<file path="src/rtl/pulse_player.sv">
// rtl/pulse_player.sv - plays one pulse descriptor as a stream of (phase, magnitude) samples
// Read, data and product stages run in lockstep; the FSM only governs issuing reads and draining.
module pulse_player #(
  parameter int PHASE_W    = 16,
  parameter int AMP_W      = 16,
  parameter int TLEN_W     = 16,
  parameter int ENV_ADDR_W = 10,
  parameter int ENV_DATA_W = 16
) (
  input  logic                  clk,
  input  logic                  rst,
  input  logic                  pulse_valid,
  output logic                  pulse_ready,
  input  logic [PHASE_W-1:0]    pulse_phase,
  input  logic [AMP_W-1:0]      pulse_amp,
  input  logic [PHASE_W-1:0]    pulse_freq,
  input  logic [TLEN_W-1:0]     pulse_tlen,
  input  logic [ENV_ADDR_W-1:0] pulse_env_addr,
  output logic                  env_rd_en,
  output logic [ENV_ADDR_W-1:0] env_rd_addr,
  input  logic [ENV_DATA_W-1:0] env_rd_data,
  input  logic                  abort,
  output logic                  out_valid,
  output logic [PHASE_W-1:0]    out_phase,
  output logic [ENV_DATA_W-1:0] out_mag,
  output logic                  pulse_done,
  output logic                  busy
);

  localparam int PROD_W = ENV_DATA_W + AMP_W;

  typedef enum logic [1:0] {IDLE, PLAY, DRAIN} state_t;

  state_t                state, state_nxt;
  logic [AMP_W-1:0]      amp_q;
  logic [PHASE_W-1:0]    freq_q;
  logic [PHASE_W-1:0]    acc_q;
  logic [TLEN_W-1:0]     tlen_q;
  logic [TLEN_W-1:0]     cnt_q;
  logic [ENV_ADDR_W-1:0] addr_q;
  logic                  zero_q;
  logic                  v1;
  logic                  last1;
  logic [PHASE_W-1:0]    ph1;
  logic                  out_last;
  logic                  accept;
  logic                  last_rd;
  logic                  keep;

  assign pulse_ready = (state == IDLE) && !rst;
  assign accept      = pulse_valid && pulse_ready;
  assign busy        = (state != IDLE);
  assign env_rd_en   = (state == PLAY);
  assign env_rd_addr = addr_q;
  assign last_rd     = (state == PLAY) && (cnt_q == tlen_q - TLEN_W'(1));
  // An abort empties the pipeline on the following edge.
  assign keep        = !(abort && busy);
  // Zero-length pulses complete straight from DRAIN with nothing in flight.
  assign pulse_done  = (state == DRAIN) && (zero_q || (out_valid && out_last));

  always_comb begin
    state_nxt = state;
    case (state)
      IDLE:  if (accept) state_nxt = (pulse_tlen == '0) ? DRAIN : PLAY;
      PLAY:  if (abort) state_nxt = IDLE;
             else if (last_rd) state_nxt = DRAIN;
      DRAIN: if (abort || pulse_done) state_nxt = IDLE;
      default: state_nxt = IDLE;
    endcase
  end

  always_ff @(posedge clk) begin
    if (rst) begin
      state     <= IDLE;
      v1        <= 1'b0;
      last1     <= 1'b0;
      ph1       <= '0;
      out_valid <= 1'b0;
      out_phase <= '0;
      out_mag   <= '0;
      out_last  <= 1'b0;
      amp_q     <= '0;
      freq_q    <= '0;
      acc_q     <= '0;
      tlen_q    <= '0;
      cnt_q     <= '0;
      addr_q    <= '0;
      zero_q    <= 1'b0;
    end else begin
      state <= state_nxt;
      if (accept) begin
        amp_q  <= pulse_amp;
        freq_q <= pulse_freq;
        acc_q  <= pulse_phase;
        tlen_q <= pulse_tlen;
        cnt_q  <= '0;
        addr_q <= pulse_env_addr;
        zero_q <= (pulse_tlen == '0);
      end else if (state == PLAY && !abort) begin
        acc_q  <= acc_q + freq_q;
        cnt_q  <= cnt_q + TLEN_W'(1);
        addr_q <= addr_q + ENV_ADDR_W'(1);
      end
      v1        <= env_rd_en && keep;
      last1     <= last_rd;
      ph1       <= acc_q;
      out_valid <= v1 && keep;
      out_last  <= last1;
      out_phase <= (v1 && keep) ? ph1 : '0;
      out_mag   <= (v1 && keep)
                   ? ENV_DATA_W'((PROD_W'(env_rd_data) * PROD_W'(amp_q)) >> AMP_W)
                   : '0;
    end
  end

endmodule

</file>
<file path="config.mk">
export PLATFORM = sky130hd
export DESIGN_NAME = pulse_player
export DESIGN_NICKNAME = d
export VERILOG_FILES = /design/src/rtl/pulse_player.sv
export SDC_FILE = /design/constraint.sdc
export NUM_CORES = 1
export LEC_CHECK = 0
export ABC_AREA = 1
export BUFFER_PORTS_ARGS = -buffer_cell sky130_fd_sc_hd__buf_2
export CORE_MARGIN = 5
export CORE_UTILIZATION = 56
export DETAILED_ROUTE_END_ITERATION = 10
export GPL_TIMING_DRIVEN = 0
export MAX_ROUTING_LAYER = met4
export PLACE_DENSITY = 0.82
export SYNTH_ARGS = -nofsm -noshare
export SYNTH_HDL_FRONTEND = slang
export SYNTH_SLANG_ARGS = --single-unit
</file>
<file path="constraint.sdc">
create_clock -name clk -period 6.8 [get_ports clk]
set_input_delay 1.36 -clock clk [delete_from_list [all_inputs] [get_ports clk]]
set_output_delay 1.36 -clock clk [all_outputs]
set_load 0.02 [all_outputs]
</file>
; ---- Word level (Yosys, flattened, before mapping)
; Index checks and enable logic that the tools add are counted.
[word_totals]
ff_bits = 145
out_inout_bits = 47
wordCells = 58
[op_classes]
n_mul = 1
n_eq_ne = 6
mux = 10
bitwise = 1
n_reduce_logical = 21
n_addsub = 4
[ops]
columns = cell, count
row1 = $mul A16 B16 Y32, 1
row2 = $mux W16, 2
row3 = $mux W10, 2
row4 = $add A16 B1 Y16 const B, 1
row5 = $add A16 B16 Y16, 1
row6 = $eq A16 B16 Y1, 1
row7 = $logic_not A16 Y1, 1
row8 = $sub A16 B1 Y16 const B, 1
row9 = $add A10 B1 Y10 const B, 1
row10 = $mux W2, 5
row11 = $logic_and A1 B1 Y1, 9
row12 = $pmux W2 S3, 1
row13 = $reduce_bool A2 Y1, 2
row14 = $reduce_or A2 Y1, 2
row15 = $logic_not A1 Y1, 3
row16 = $ne A3 B1 Y1 const B, 1
row17 = $reduce_and A3 Y1, 1
row18 = $eq A2 B1 Y1 const B, 1
row19 = $eq A2 B2 Y1 const B, 1
row20 = $logic_not A2 Y1, 1
row21 = $logic_or A1 B1 Y1, 2
row22 = $ne A2 B1 Y1 const B, 1
row23 = $ne A2 B2 Y1 const B, 1
row24 = $not A1 Y1, 1

; ---- Longest topological paths before layout
; Gate-level depths: netlist of the first run.
[depth]
word_depth = 6
ltp_mapped = 28

; ---- Least setup slack after synthesis of the first run
; OpenSTA, ideal clock, no wires.
[synth_path]
kind = input to register
startpoint = input env_rd_data[7]
endpoint = register out_mag[9]
path_slack_ns = 0.389
stages = 22
n_path_buf = 2
t_arrival_ns = 6.283
setup_ns = 0.128
required_ns = 6.672
path_cell_list = clkbuf_1 -> clkbuf_1 -> nand2_1 -> fa_1 -> inv_1 -> fa_1 -> inv_1 -> fa_1 -> inv_1 -> fa_1 -> fa_1 -> inv_1 -> fa_1 -> inv_1 -> ha_1 -> a21oi_1 -> o21ai_0 -> a21oi_1 -> nand3_1 -> a21oi_1 -> xor2_1 -> nor2_1
[synth_between]
elab_chain_len = 1
[synth_rtl]
columns = element, line
row1 = start: declaration, 21  ; input logic [ENV_DATA_W-1:0] env_rd_data,
row2 = $mul A16 B16 Y32, 111  ; ? ENV_DATA_W'((PROD_W'(env_rd_data) * PROD_W'(amp_q)) >> AMP_W)
row3 = end signal: assignment, 110  ; out_mag <= (v1 && keep)
row4 = end: declaration, 25  ; output logic [ENV_DATA_W-1:0] out_mag,
; Every way passes these cells.
; A chain may end at the register's enable or synchronous reset.

; ---- Worst setup path in the final report of the first run
; Same ends and word-level chain as after synthesis.

==> impl_results.rst, run 1 <==
.. list-table::
   :header-rows: 1

   * - Metric
     - Value
   * - Result of the run
     - finished, final reports clean
   * - Cells taking the most area after synthesis
     - fa_1 26%, dfxtp_1 19%, nand2_1 12%, inv_1 12%, ha_1 9.8%
   * - Largest fanout of any net on the critical path
     - 10
   * - Pin slew with the least headroom to its limit
     - 0.767 ns
   * - Initial core utilization
     - 0.567
   * - Number of hold-repair buffers added at the cts stage
     - 0
   * - TritonCTS sink count
     - 145
   * - Final std cells w/o fill
     - 2535
   * - First-iteration detailed-routing DRC count
     - 973
   * - Largest buffer count on any clock path
     - 2
   * - Number of vias in the routed layout
     - 13800
   * - Global Route Usage Sum
     - 0.298
   * - Share of synthesized area occupied by flip-flops and latches
     - 0.191
   * - Predominant post-synthesis flop cell
     - dfxtp_1
   * - Final Routed Wirelength
     - 43.4 mm
   * - Die area
     - 30500 um2
   * - Unrepaired setup endpoints after global routing
     - true
   * - Number of slew-limit violations in the final report
     - 0
   * - Number of top-level pins
     - approximately 140
   * - Fin Clk Skew
     - 0.0164 ns
   * - Final core utilization
     - 0.632
   * - Layout Nets
     - 2584
   * - CP Capture Type
     - flip-flop
   * - Floorplan core area
     - 26800 um2
   * - Post-layout min period
     - 6.60 ns
   * - Clock root cell
     - clkbuf_16
   * - Global placement routability congestion
     - slightly above 1
   * - Horizontal die dimension
     - 175 um
   * - Fin. Hold Viols
     - 0
   * - Gate count of the mapped netlist
     - 2034
   * - Cell Area, Synth
     - 15200 um2
   * - H-tree levels
     - 4
   * - Post-Synthesis Mean Instance Area
     - ~7.5 um2
   * - Number of buffers added on ports
     - 126
   * - First-pass iteration count of the detailed router
     - 7
   * - DP Cell Count
     - ~2500
   * - Slew HR
     - 0.489
   * - Cell variety after synth
     - 47
   * - CTS clock-pin slew for the worst setup and hold paths
     - 0.08 ns
   * - CTS tree
     - done
   * - Hold_ws
     - 0.409 ns
   * - Post-CTS Repair Setup Buffers
     - 0
   * - Post-detailed-route via-to-cell ratio
     - 5.44
   * - Accumulated negative setup slack
     - 0 ns
   * - Clock Latency Late Sink
     - 0.45 ns
   * - Nature of the critical path startpoint
     - input pin
   * - Cell type contributing the most total cell area after synthesis
     - fa_1
   * - Post-detailed-route count of antenna-violating nets
     - 0
   * - Share of the clock period used by the worst path
     - 0.970
   * - Total Power
     - about 0.0047 W
   * - Fill cell total of the finished layout
     - 2361
   * - Pwr Density
     - 280 nW/um2
   * - Clock buffers created by TritonCTS
     - 17
   * - Placement row count
     - 60
   * - Largest vdd supply drop
     - 0.000224 V
   * - Drt drc
     - 0
   * - Synth cell count leaders
     - 481 x nand2_1, 468 x inv_1, 194 x fa_1
   * - Number of synthesized register bits
     - 145
   * - Post-synth EDFFs
     - 0
   * - Vertical extent of the die
     - between 150 and 200 um
   * - HPWL Detailed
     - around 35 mm
   * - WP data required
     - 7.10 ns
   * - Area growth from synthesis to final layout
     - 11.5%
   * - Critical path data arrival time
     - between 6 and 7 ns
   * - Top cell type's share of synthesized area
     - 0.256
   * - Count of maximum capacitance violations
     - 0
   * - Setup violators final
     - 0
   * - Highest clock frequency the design can meet
     - about 0.15 GHz
   * - Global-route wire length before repair
     - 70.4 mm
   * - Maximum number of pins on one net before global-route repair
     - 17
   * - Number of global-route vias before repair
     - 14100
   * - Most frequently used cell type in the post-synthesis netlist
     - nand2_1
   * - Worst min-delay path class
     - flip-flop to flip-flop
   * - Number of warnings reported in the yosys synthesis log
     - 0
   * - LEAKAGE
     - around 9.3 nW
   * - Total gr overflow
     - 0
   * - Ratio of cells with drive above 1 in the final layout
     - 0.102
   * - Final routed wire length divided by cell count
     - 17.1 um
   * - Kind of critical path
     - input pin to flip-flop
   * - Ys async rst share
     - 0
   * - Initial antenna violation count
     - 4
   * - Number of nets produced by synthesis
     - 2441
   * - CTS-repair resized insts
     - 15
[worst max-delay path: stages]
cell,delay [ns]
clkbuf_2,0.21
buf_2,0.30
nand2_1,0.12
fa_1,0.58
inv_1,0.06
fa_1,0.51
inv_1,0.06
fa_1,0.53
inv_1,0.05
fa_1,0.44
fa_1,0.48
inv_1,0.05
fa_1,0.55
inv_1,0.06
ha_1,0.32
a21oi_1,0.21
o21ai_0,0.12
a21oi_1,0.18
nand3_1,0.20
a21oi_1,0.22
xor2_1,0.23
nor2_1,0.06
[stage by stage]
stage | setup slack [ns] | instance area, um2
global placement | -0.701 | 16200
CTS | 0.00740 | 16900
global route | -0.0193 | 16900
floorplan | 0.389 | 15200
detailed placement | -0.732 | 16200
finish | 0.204 | 16900
[cell type report]
class / instances / area (um2) / area share
multi-input combinational: 1328 / 10200 / 0.600
sequential: 145 / 2900 / 0.171
inverter: 473 / 1780 / 0.105
timing repair buffer: 126 / 631 / 0.0372
tap: 341 / 427 / 0.0252
clock buffer: 17 / 425 / 0.0251
buffer: 86 / 402 / 0.0237
clock inverter: 15 / 194 / 0.0115
antenna: 4 / 10.0 / 0.000591
[cells by family (layout without fill, tap and decap cells)]
group           count (synthesis)  in the layout  share of synthesized area
other cells                     0              4                          0
buf+inv                       561            717                      0.140
flops                         145            145                      0.191
xor+xnor                       33             33                     0.0190
compound gates                225            225                     0.0918
simple gates                  757            757                      0.204
fa+ha+maj                     313            313                      0.354
[cells in the final DEF, fill, tap and decap left out, types with 5 or more instances in the layout]
master     count
a21o_1         9
a21oi_1       74
a22o_1        32
a31oi_1        6
buf_2        139
buf_4          7
clkbuf_1      44
clkbuf_16     17
clkbuf_2      14
clkbuf_4       5
dfxtp_1      145
fa_1         194
ha_1         119
inv_1        468
nand2_1      481
nand3_1       71
nand4_1       13
nor2_1       141
nor2_2         8
nor3_1        19
o211ai_1       8
o21a_1         5
o21ai_0       50
o21bai_1       6
o22ai_1       16
xnor2_1       15
xor2_1        18
[final timing paths]
check	from	endpoint	slack [ns]	depth (start not counted)
setup reg to reg	amp_q[5]$_SDFFE_PP0P_	out_mag[9]$_SDFF_PP0_	0.31	23
hold / removal	ph1[11]$_SDFF_PP0_	out_phase[11]$_SDFF_PP0_	0.41	2
setup / recovery	env_rd_data[7]	out_mag[9]$_SDFF_PP0_	0.20	22
hold reg to reg	ph1[11]$_SDFF_PP0_	out_phase[11]$_SDFF_PP0_	0.41	2
[flip-flops by register name (all words and copies together), names as in the netlist]
name,cells
acc_q,16
amp_q,16
cnt_q,16
freq_q,16
out_mag,16
out_phase,16
ph1,16
tlen_q,16
env_rd_addr,10
state,2
last1,1
out_last,1
out_valid,1
v1,1
zero_q,1
[power breakdown]
part / switching, W / leakage (nW) / internal, W
clock network: 0.000468 / 0.302 / 0.000562
logic: 0.00176 / 7.81 / 0.000979
registers: 0.0000445 / 1.18 / 0.000918
[metal layers]
metal,track usage,part of all wire,routed length (um)
met4,0.125,0.043,1880
met1,0.355,0.39,16900
met3,0.0636,0.092,3990
met5,-,0,0
met2,0.492,0.48,20700
Power figures use the tool's default switching activity.
==> run 2: changes to the inputs <==
--- a/config.mk
+++ b/config.mk
@@ -13,6 +13,7 @@
 export GPL_TIMING_DRIVEN = 0
 export MAX_ROUTING_LAYER = met4
 export PLACE_DENSITY = 0.82
+export RECOVER_POWER = 50
 export SYNTH_ARGS = -nofsm -noshare
 export SYNTH_HDL_FRONTEND = slang
 export SYNTH_SLANG_ARGS = --single-unit
==> impl_results.rst, run 2 (same netlist as run 1, synthesis figures left out) <==
.. list-table::
   :header-rows: 1

   * - Metric
     - Value
   * - Horizontal die dimension
     - 175 um (unchanged)
   * - Die area
     - 30500 um2 (unchanged)
   * - LEAKAGE
     - 9.12 nW (was 9.30 nW)
   * - Final Routed Wirelength
     - 43.5 mm (was 43.4 mm)
   * - Register area
     - 2900 um2 (unchanged)
   * - Setup violators final
     - 0 (unchanged)
   * - Result of the run
     - finished, final reports clean (unchanged)
   * - Top layer reached by signal wires
     - met4 (unchanged)
   * - Dominant cell type by count on the critical path
     - fa_1 (unchanged)
   * - Post-route design area
     - 16900 um2 (about the same)
   * - Largest fanout of any net on the critical path
     - 10 (unchanged)
   * - Number of cells on the worst reg-to-reg path
     - 22 (was 23)
   * - Slew HR
     - 0.490 (was 0.489)
   * - Placement row count
     - 60 (unchanged)
   * - Wire length on met3
     - 4.12 mm (was 3.99 mm)
   * - Placed inst area
     - 16200 um2 (unchanged)
   * - Pin slew with the least headroom to its limit
     - 0.766 ns (was 0.767 ns)
   * - Critical path data arrival time
     - 6.88 ns (was 6.89 ns)
   * - Count of cells along the worst hold path
     - 2 (unchanged)
   * - Number of buffers added on ports
     - 126 (unchanged)
   * - Hold Path Origin
     - ph1[1]$_SDFF_PP0_ (was ph1[11]$_SDFF_PP0_)
   * - Clock root cell
     - clkbuf_16 (unchanged)
   * - CTS clock-pin slew for the worst setup and hold paths
     - 0.08 ns (about the same)
   * - Global-route wire length before repair
     - 70.4 mm (unchanged)
   * - Relative contribution of the clock network to total power
     - 0.218 (about the same)
   * - Power spent charging and discharging nets
     - 0.00228 W (about the same)
   * - Fin. Hold Viols
     - 0 (unchanged)
   * - Initial core utilization
     - 0.567 (unchanged)
   * - WP data required
     - 7.10 ns (about the same)
   * - Number of vias in the routed layout
     - 13700 (was 13800)
   * - Highest clock frequency the design can meet
     - 0.152 GHz (about the same)
   * - Endpoint of the worst-slack reg-to-reg timing path
     - out_mag[2]$_SDFF_PP0_ (was out_mag[9]$_SDFF_PP0_)
   * - Post-route worst setup slack
     - 0.225 ns (was 0.204 ns)
   * - Switching power share of the total
     - 0.482 (was 0.481)
   * - Count of maximum capacitance violations
     - 0 (unchanged)
   * - HPWL Detailed
     - 34.9 mm (unchanged)
   * - Combinational power share
     - 0.579 (about the same)
   * - Maximum number of pins on one net before global-route repair
     - 17 (unchanged)
   * - First-pass iteration count of the detailed router
     - 6 (was 7)
   * - Cell breakdown of the critical path
     - clkbuf_2, buf_4, nand2_1, fa_1, inv_1, fa_1, inv_1, fa_1, inv_1, fa_1, fa_1, inv_1, fa_1, inv_1, ha_1, a21oi_1, o21ai_0, a21oi_1, nand3_1, a21oi_1, xor2_1, nor2_1 (was clkbuf_2, buf_2, nand2_1, fa_1, inv_1, fa_1, inv_1, fa_1, inv_1, fa_1, fa_1, inv_1, fa_1, inv_1, ha_1, a21oi_1, o21ai_0, a21oi_1, nand3_1, a21oi_1, xor2_1, nor2_1)
   * - Ratio of cells with drive above 1 in the final layout
     - 0.0804 (was 0.102)
   * - Pre-CTS setup slack
     - -0.732 ns (unchanged)
   * - Global placement routability congestion
     - 1.01 (unchanged)
   * - Worst path buffer plus inverter count
     - 7 (unchanged)
   * - Drt drc
     - 0 (unchanged)
   * - Met2 layer wire length in the routed design
     - 20.9 mm (was 20.7 mm)
   * - Kind of critical path
     - input pin to flip-flop (unchanged)
   * - Initial antenna violation count
     - 4 (unchanged)
   * - Area growth from synthesis to final layout
     - 11.0% (was 11.5%)
   * - Final routed wire length divided by cell count
     - 17.2 um (was 17.1 um)
   * - CTS tree
     - done (unchanged)
   * - H-tree levels
     - 4 (unchanged)
   * - Number of slew-limit violations in the final report
     - 0 (unchanged)
   * - Fill cell total of the finished layout
     - 2385 (was 2361)
   * - Global Route Usage Sum
     - 0.298 (unchanged)
   * - Number of global-route vias before repair
     - 14100 (unchanged)
   * - Largest vdd supply drop
     - 0.000223 V (was 0.000224 V)
   * - Relative contribution of sequential cells to total power
     - 0.203 (about the same)
   * - Layout Nets
     - 2584 (unchanged)
   * - Combined area of the multi-input logic cells
     - 10200 um2 (about the same)
   * - Pint
     - 0.00246 W (about the same)
   * - Delay contributed by the slowest stage of the critical path
     - 0.55 ns (was 0.58 ns)
   * - Met1 Routed Length
     - 16.8 mm (was 16.9 mm)
   * - Number of top-level pins
     - 141 (unchanged)
   * - Number of hold-repair buffers added at the cts stage
     - 0 (unchanged)
   * - Share of the clock period used by the worst path
     - 0.967 (was 0.970)
   * - Final core utilization
     - 0.629 (was 0.632)
   * - Commonest cells after routing, fill and taps aside
     - 481 x nand2_1, 470 x inv_1, 194 x fa_1 (was 481 x nand2_1, 468 x inv_1, 194 x fa_1)
   * - Floorplan core area
     - 26800 um2 (unchanged)
   * - Vertical extent of the die
     - 175 um (unchanged)
   * - Destination of the worst hold path
     - out_phase[1]$_SDFF_PP0_ (was out_phase[11]$_SDFF_PP0_)
   * - Setup slack of the most critical reg-to-reg path
     - 0.35 ns (was 0.31 ns)
   * - Most common library cell in the layout ignoring fill and taps
     - nand2_1 (unchanged)
   * - Clock buffers created by TritonCTS
     - 17 (unchanged)
   * - CP Capture Type
     - flip-flop (unchanged)
   * - Pwr Density
     - 281 nW/um2 (was 280 nW/um2)
   * - Startpoint of the most critical register-to-register path
     - amp_q[5]$_SDFFE_PP0P_ (unchanged)
   * - Post-detailed-route via-to-cell ratio
     - 5.41 (was 5.44)
   * - TritonCTS sink count
     - 145 (unchanged)
   * - Fin Clk Skew
     - 0.0158 ns (was 0.0164 ns)
   * - Largest buffer count on any clock path
     - 2 (unchanged)
   * - Cell with the largest stage delay on the worst path
     - fa_1 (unchanged)
   * - Clock Latency Late Sink
     - 0.45 ns (about the same)
   * - Total gr overflow
     - 0 (unchanged)
   * - First-iteration detailed-routing DRC count
     - 1103 (was 973)
   * - Post-detailed-route count of antenna-violating nets
     - 0 (unchanged)
   * - Family with the most delay on the worst path
     - adder cells (unchanged)
   * - Nature of the critical path startpoint
     - input pin (unchanged)
   * - Unrepaired setup endpoints after global routing
     - true (unchanged)
   * - Worst min-delay path class
     - flip-flop to flip-flop (unchanged)
   * - Post-layout min period
     - 6.58 ns (was 6.60 ns)
## run 2: tightest hold or removal path: stages (launching register included)
cell and delay, ns:
dfxtp_1 0.30, inv_1 0.04, nor2_1 0.03
## run 2: how the worst max path moves through the flow
stage | cells after the start | slack, ns | end | start
4_1_cts | 22 | 0.007 | out_mag[2]$_SDFF_PP0_ | env_rd_data[4]
2_1_floorplan | 22 | 0.39 | out_mag[9]$_SDFF_PP0_ | env_rd_data[7]
3_5_place_dp | 20 | -0.73 | out_mag[2]$_SDFF_PP0_ | env_rd_data[10]
5_1_grt | 22 | -0.02 | out_mag[13]$_SDFF_PP0_ | env_rd_data[4]
3_3_place_gp | 20 | -0.70 | out_mag[2]$_SDFF_PP0_ | env_rd_data[10]
6_report | 22 | 0.22 | out_mag[9]$_SDFF_PP0_ | env_rd_data[5]
## run 2: power by group through the flow
stage	Combinational [W]	Clock [W]	Sequential [W]
floorplan	0.00193	0	0.000978
global placement	0.00264	0	0.000977
detailed placement	0.00269	0	0.000979
CTS	0.00273	0.00104	0.000961
global route	0.00309	0.00108	0.000969
finish	0.00274	0.00103	0.000962
## run 2: layout make-up
class	count	share of cell area
multi-input cells	1328	0.602
flip-flops and latches	145	0.172
inverters	473	0.105
repair buffers	126	0.0348
well taps	341	0.0253
clock buffers	17	0.0252
plain buffers	86	0.0228
clock inverters	15	0.0115
diodes	4	0.000594
## run 2: what timing repair did
item,in CTS,in global routing
gates resized for setup,15,47
setup buffers,0,0
setup endpoints to repair,14,11
## run 2: through the flow
| step | std cells | hold slack (ns) | total power (W) | TNS (ns) |
|---|---|---|---|---|
| floorplan | 2034 | 0.388 | 0.00291 | 0 |
| global placement | 2501 | 0.396 | 0.00361 | -8.00 |
| detailed placement | 2501 | 0.399 | 0.00367 | -8.83 |
| CTS | 2533 | 0.407 | 0.00473 | 0 |
| global route | 2535 | 0.428 | 0.00514 | -0.0221 |
| finish | 2535 | 0.408 | 0.00474 | 0 |
## run 2: metal layers
metal	vias to the layer above	GRT usage
li1	6448	-
met1	6466	0.355
met3	137	0.0636
met5	-	-
met4	0	0.125
met2	663	0.492
==> run 3: changes to the inputs <==
--- a/config.mk
+++ b/config.mk
@@ -8,11 +8,11 @@
 export ABC_AREA = 1
 export BUFFER_PORTS_ARGS = -buffer_cell sky130_fd_sc_hd__buf_2
 export CORE_MARGIN = 5
-export CORE_UTILIZATION = 56
+export CORE_UTILIZATION = 60
 export DETAILED_ROUTE_END_ITERATION = 10
 export GPL_TIMING_DRIVEN = 0
 export MAX_ROUTING_LAYER = met4
-export PLACE_DENSITY = 0.82
+export PLACE_DENSITY = 0.81
 export RECOVER_POWER = 50
 export SYNTH_ARGS = -nofsm -noshare
 export SYNTH_HDL_FRONTEND = slang
==> constraint.sdc (replaced) <==
create_clock -name clk -period 6.41 [get_ports clk]
set_input_delay 1.282 -clock clk [delete_from_list [all_inputs] [get_ports clk]]
set_output_delay 1.282 -clock clk [all_outputs]
set_load 0.02 [all_outputs]
==> impl_results.rst, run 3 (same netlist as run 1, synthesis figures left out) <==
.. list-table::
   :header-rows: 1

   * - Metric
     - Value
   * - Met1 Routed Length
     - 17.1 mm (was 16.8 mm)
   * - Initial core utilization
     - 0.607 (was 0.567)
   * - Family with the most delay on the worst path
     - adder cells (unchanged)
   * - H-tree levels
     - 4 (unchanged)
   * - Commonest cells after routing, fill and taps aside
     - 481 x nand2_1, 470 x inv_1, 194 x fa_1 (unchanged)
   * - Top layer reached by signal wires
     - met4 (unchanged)
   * - Cell breakdown of the critical path
     - clkbuf_4, buf_8, nand2_1, fa_1, inv_1, fa_1, fa_1, fa_1, fa_1, inv_1, fa_1, inv_1, ha_2, nand2_1, inv_1, nand2_1, nor2_1, nand2_1, o211ai_1, nand2_1, nand2_1, nand2_1, nand2_1, nor2_1 (was clkbuf_2, buf_4, nand2_1, fa_1, inv_1, fa_1, inv_1, fa_1, inv_1, fa_1, fa_1, inv_1, fa_1, inv_1, ha_1, a21oi_1, o21ai_0, a21oi_1, nand3_1, a21oi_1, xor2_1, nor2_1)
   * - Nature of the critical path startpoint
     - input pin (unchanged)
   * - LEAKAGE
     - 9.17 nW (was 9.12 nW)
   * - Count of cells along the worst hold path
     - 2 (unchanged)
   * - Slew HR
     - 0.472 (was 0.490)
   * - Total gr overflow
     - 0 (unchanged)
   * - Clock buffers created by TritonCTS
     - 17 (unchanged)
   * - Area growth from synthesis to final layout
     - 11.6% (was 11.0%)
   * - Largest buffer count on any clock path
     - 2 (unchanged)
   * - Number of buffers added on ports
     - 126 (unchanged)
   * - WP data required
     - 6.74 ns (was 7.10 ns)
   * - Global Route Usage Sum
     - 0.320 (was 0.298)
   * - Share of the clock period used by the worst path
     - 0.968
   * - Switching power share of the total
     - 0.483 (was 0.482)
   * - Layout Nets
     - 2584 (unchanged)
   * - Maximum number of pins on one net before global-route repair
     - 17 (unchanged)
   * - First-pass iteration count of the detailed router
     - 5 (was 6)
   * - Post-detailed-route count of antenna-violating nets
     - 0 (unchanged)
   * - Number of hold-repair buffers added at the cts stage
     - 0 (unchanged)
   * - Met2 layer wire length in the routed design
     - 20.9 mm (about the same)
   * - Number of slew-limit violations in the final report
     - 0 (unchanged)
   * - Largest vdd supply drop
     - 0.000220 V (was 0.000223 V)
   * - Power spent charging and discharging nets
     - 0.00244 W (was 0.00228 W)
   * - DP Cell Count
     - 2490 (was 2501)
   * - HPWL Detailed
     - 34.4 mm (was 34.9 mm)
   * - Final std cells w/o fill
     - 2525 (was 2535)
   * - Result of the run
     - finished, final reports clean (unchanged)
   * - Floorplan core area
     - 25000 um2 (was 26800 um2)
   * - Relative contribution of sequential cells to total power
     - 0.202 (was 0.203)
   * - TritonCTS sink count
     - 145 (unchanged)
   * - Pre-CTS setup slack
     - -0.998 ns (was -0.732 ns)
   * - Wire length on met3
     - 3.66 mm (was 4.12 mm)
   * - Initial antenna violation count
     - 5 (was 4)
   * - Number of global-route vias before repair
     - 14200 (was 14100)
   * - First-iteration detailed-routing DRC count
     - 948 (was 1103)
   * - Final Routed Wirelength
     - 43.5 mm (about the same)
   * - Fin. Hold Viols
     - 0 (unchanged)
   * - Combinational power share
     - 0.586 (was 0.579)
   * - Worst min-delay path class
     - flip-flop to flip-flop (unchanged)
   * - Dominant cell type by count on the critical path
     - nand2_1 (was fa_1)
   * - Count of maximum capacitance violations
     - 0 (unchanged)
   * - Setup violators final
     - 0 (unchanged)
   * - Post-detailed-route via-to-cell ratio
     - 5.45 (was 5.41)
   * - Ratio of cells with drive above 1 in the final layout
     - 0.0868 (was 0.0804)
   * - Number of top-level pins
     - 141 (unchanged)
   * - Final routed wire length divided by cell count
     - 17.2 um (about the same)
   * - Most common library cell in the layout ignoring fill and taps
     - nand2_1 (unchanged)
   * - Stages on worst setup path
     - 24 (was 22)
   * - Number of vias in the routed layout
     - 13800 (was 13700)
   * - Post-route worst setup slack
     - 0.205 ns (was 0.225 ns)
   * - Critical path data arrival time
     - 6.53 ns (was 6.88 ns)
   * - Clock root cell
     - clkbuf_16 (unchanged)
   * - Horizontal die dimension
     - 169 um (was 175 um)
   * - Post-layout min period
     - around 6.2 ns
   * - Pwr Density
     - 298 nW/um2 (was 281 nW/um2)
   * - Clock Latency Late Sink
     - 0.45 ns (about the same)
   * - Fin Clk Skew
     - 0.0186 ns (was 0.0158 ns)
   * - Largest fanout of any net on the critical path
     - 10 (unchanged)
   * - Kind of critical path
     - input pin to flip-flop (unchanged)
   * - Global placement routability congestion
     - 0.968 (was 1.01)
   * - CTS clock-pin slew for the worst setup and hold paths
     - 0.06 ns (was 0.08 ns)
   * - Unrepaired setup endpoints after global routing
     - false (was true)
   * - Global-route wire length before repair
     - 70.5 mm (was 70.4 mm)
   * - Vertical extent of the die
     - 169 um (was 175 um)
   * - Highest clock frequency the design can meet
     - 0.161 GHz
   * - Delay contributed by the slowest stage of the critical path
     - 0.61 ns (was 0.55 ns)
   * - Pin slew with the least headroom to its limit
     - 0.785 ns (was 0.766 ns)
   * - Die area
     - 28600 um2 (was 30500 um2)
   * - Pint
     - 0.00261 W (was 0.00246 W)
   * - CTS tree
     - done (unchanged)
   * - Drt drc
     - 0 (unchanged)
   * - Relative contribution of the clock network to total power
     - 0.212 (was 0.218)
   * - Placement row count
     - 58 (was 60)
   * - Worst path buffer plus inverter count
     - 6 (was 7)
   * - CP Capture Type
     - flip-flop (unchanged)
   * - Cell with the largest stage delay on the worst path
     - fa_1 (unchanged)
   * - Number of cells on the worst reg-to-reg path
     - 24 (was 22)
## run 3: worst paths after layout
| path | start | to | slack, ns |
|---|---|---|---|
| max | env_rd_data[9] | out_mag[10]$_SDFF_PP0_ | 0.20 |
| min | ph1[9]$_SDFF_PP0_ | out_phase[9]$_SDFF_PP0_ | 0.41 |
| max reg2reg | amp_q[11]$_SDFFE_PP0P_ | out_mag[10]$_SDFF_PP0_ | 0.29 |
| min reg2reg | ph1[9]$_SDFF_PP0_ | out_phase[9]$_SDFF_PP0_ | 0.41 |
## run 3: routing by layer
metal / GRT usage / up-vias
li1: - / 6457
met1: 0.395 / 6514
met2: 0.527 / 634
met3: 0.0539 / 150
met4: 0.126 / 0
met5: - / -
## run 3: worst register-to-register path, stage by stage, from the launching register on
cell	delay, ns
dfxtp_1	0.31
clkbuf_1	0.49
clkbuf_2	0.41
nand2_1	0.12
fa_1	0.51
inv_1	0.05
fa_1	0.48
fa_1	0.55
fa_1	0.46
fa_1	0.49
inv_1	0.05
fa_1	0.55
inv_1	0.07
ha_2	0.37
nand2_1	0.08
inv_1	0.08
nand2_1	0.08
nor2_1	0.15
nand2_1	0.07
o211ai_1	0.29
nand2_1	0.08
nand2_1	0.08
nand2_1	0.05
nand2_1	0.06
nor2_1	0.04
## run 3: layout make-up
class / instances / area, um2
inverter: 473 / 1780
antenna: 5 / 12.5
clock buffer: 18 / 439
tap: 330 / 413
sequential: 145 / 2900
clock inverter: 14 / 164
timing repair buffer: 126 / 582
buffer: 86 / 485
fill: 2191 / 8080
multi-input combinational: 1328 / 10200
## run 3: repair_timing
item,4_1_cts,5_1_grt
setup buffers,0,0
pin swaps,0,3
setup endpoints to repair,16,14
hold endpoints to repair,0,0
resized for setup,39,81
## run 3: through the flow
| step | TNS [ns] | util | area, um2 | hold WS, ns | total power (W) |
|---|---|---|---|---|---|
| floorplan | 0 | - | 15200 | 0.388 | 0.00309 |
| global placement | -13.41 | 0.648 | 16200 | 0.395 | 0.00385 |
| detailed placement | -13.03 | 0.648 | 16200 | 0.400 | 0.00392 |
| CTS | 0 | 0.675 | 16900 | 0.411 | 0.00500 |
| global route | 0 | 0.677 | 17000 | 0.430 | 0.00548 |
| finish | 0 | 0.677 | 17000 | 0.408 | 0.00505 |
## run 3: power by group through the flow
| stage | registers, W | clock network [W] | logic [W] |
|---|---|---|---|
| final | 0.00102 | 0.00107 | 0.00296 |
| after global routing | 0.00103 | 0.00111 | 0.00334 |
| after CTS | 0.00102 | 0.00107 | 0.00291 |
| after detailed placement | 0.00104 | 0 | 0.00288 |
| after global placement | 0.00104 | 0 | 0.00281 |
| after floorplan | 0.00104 | 0 | 0.00205 |
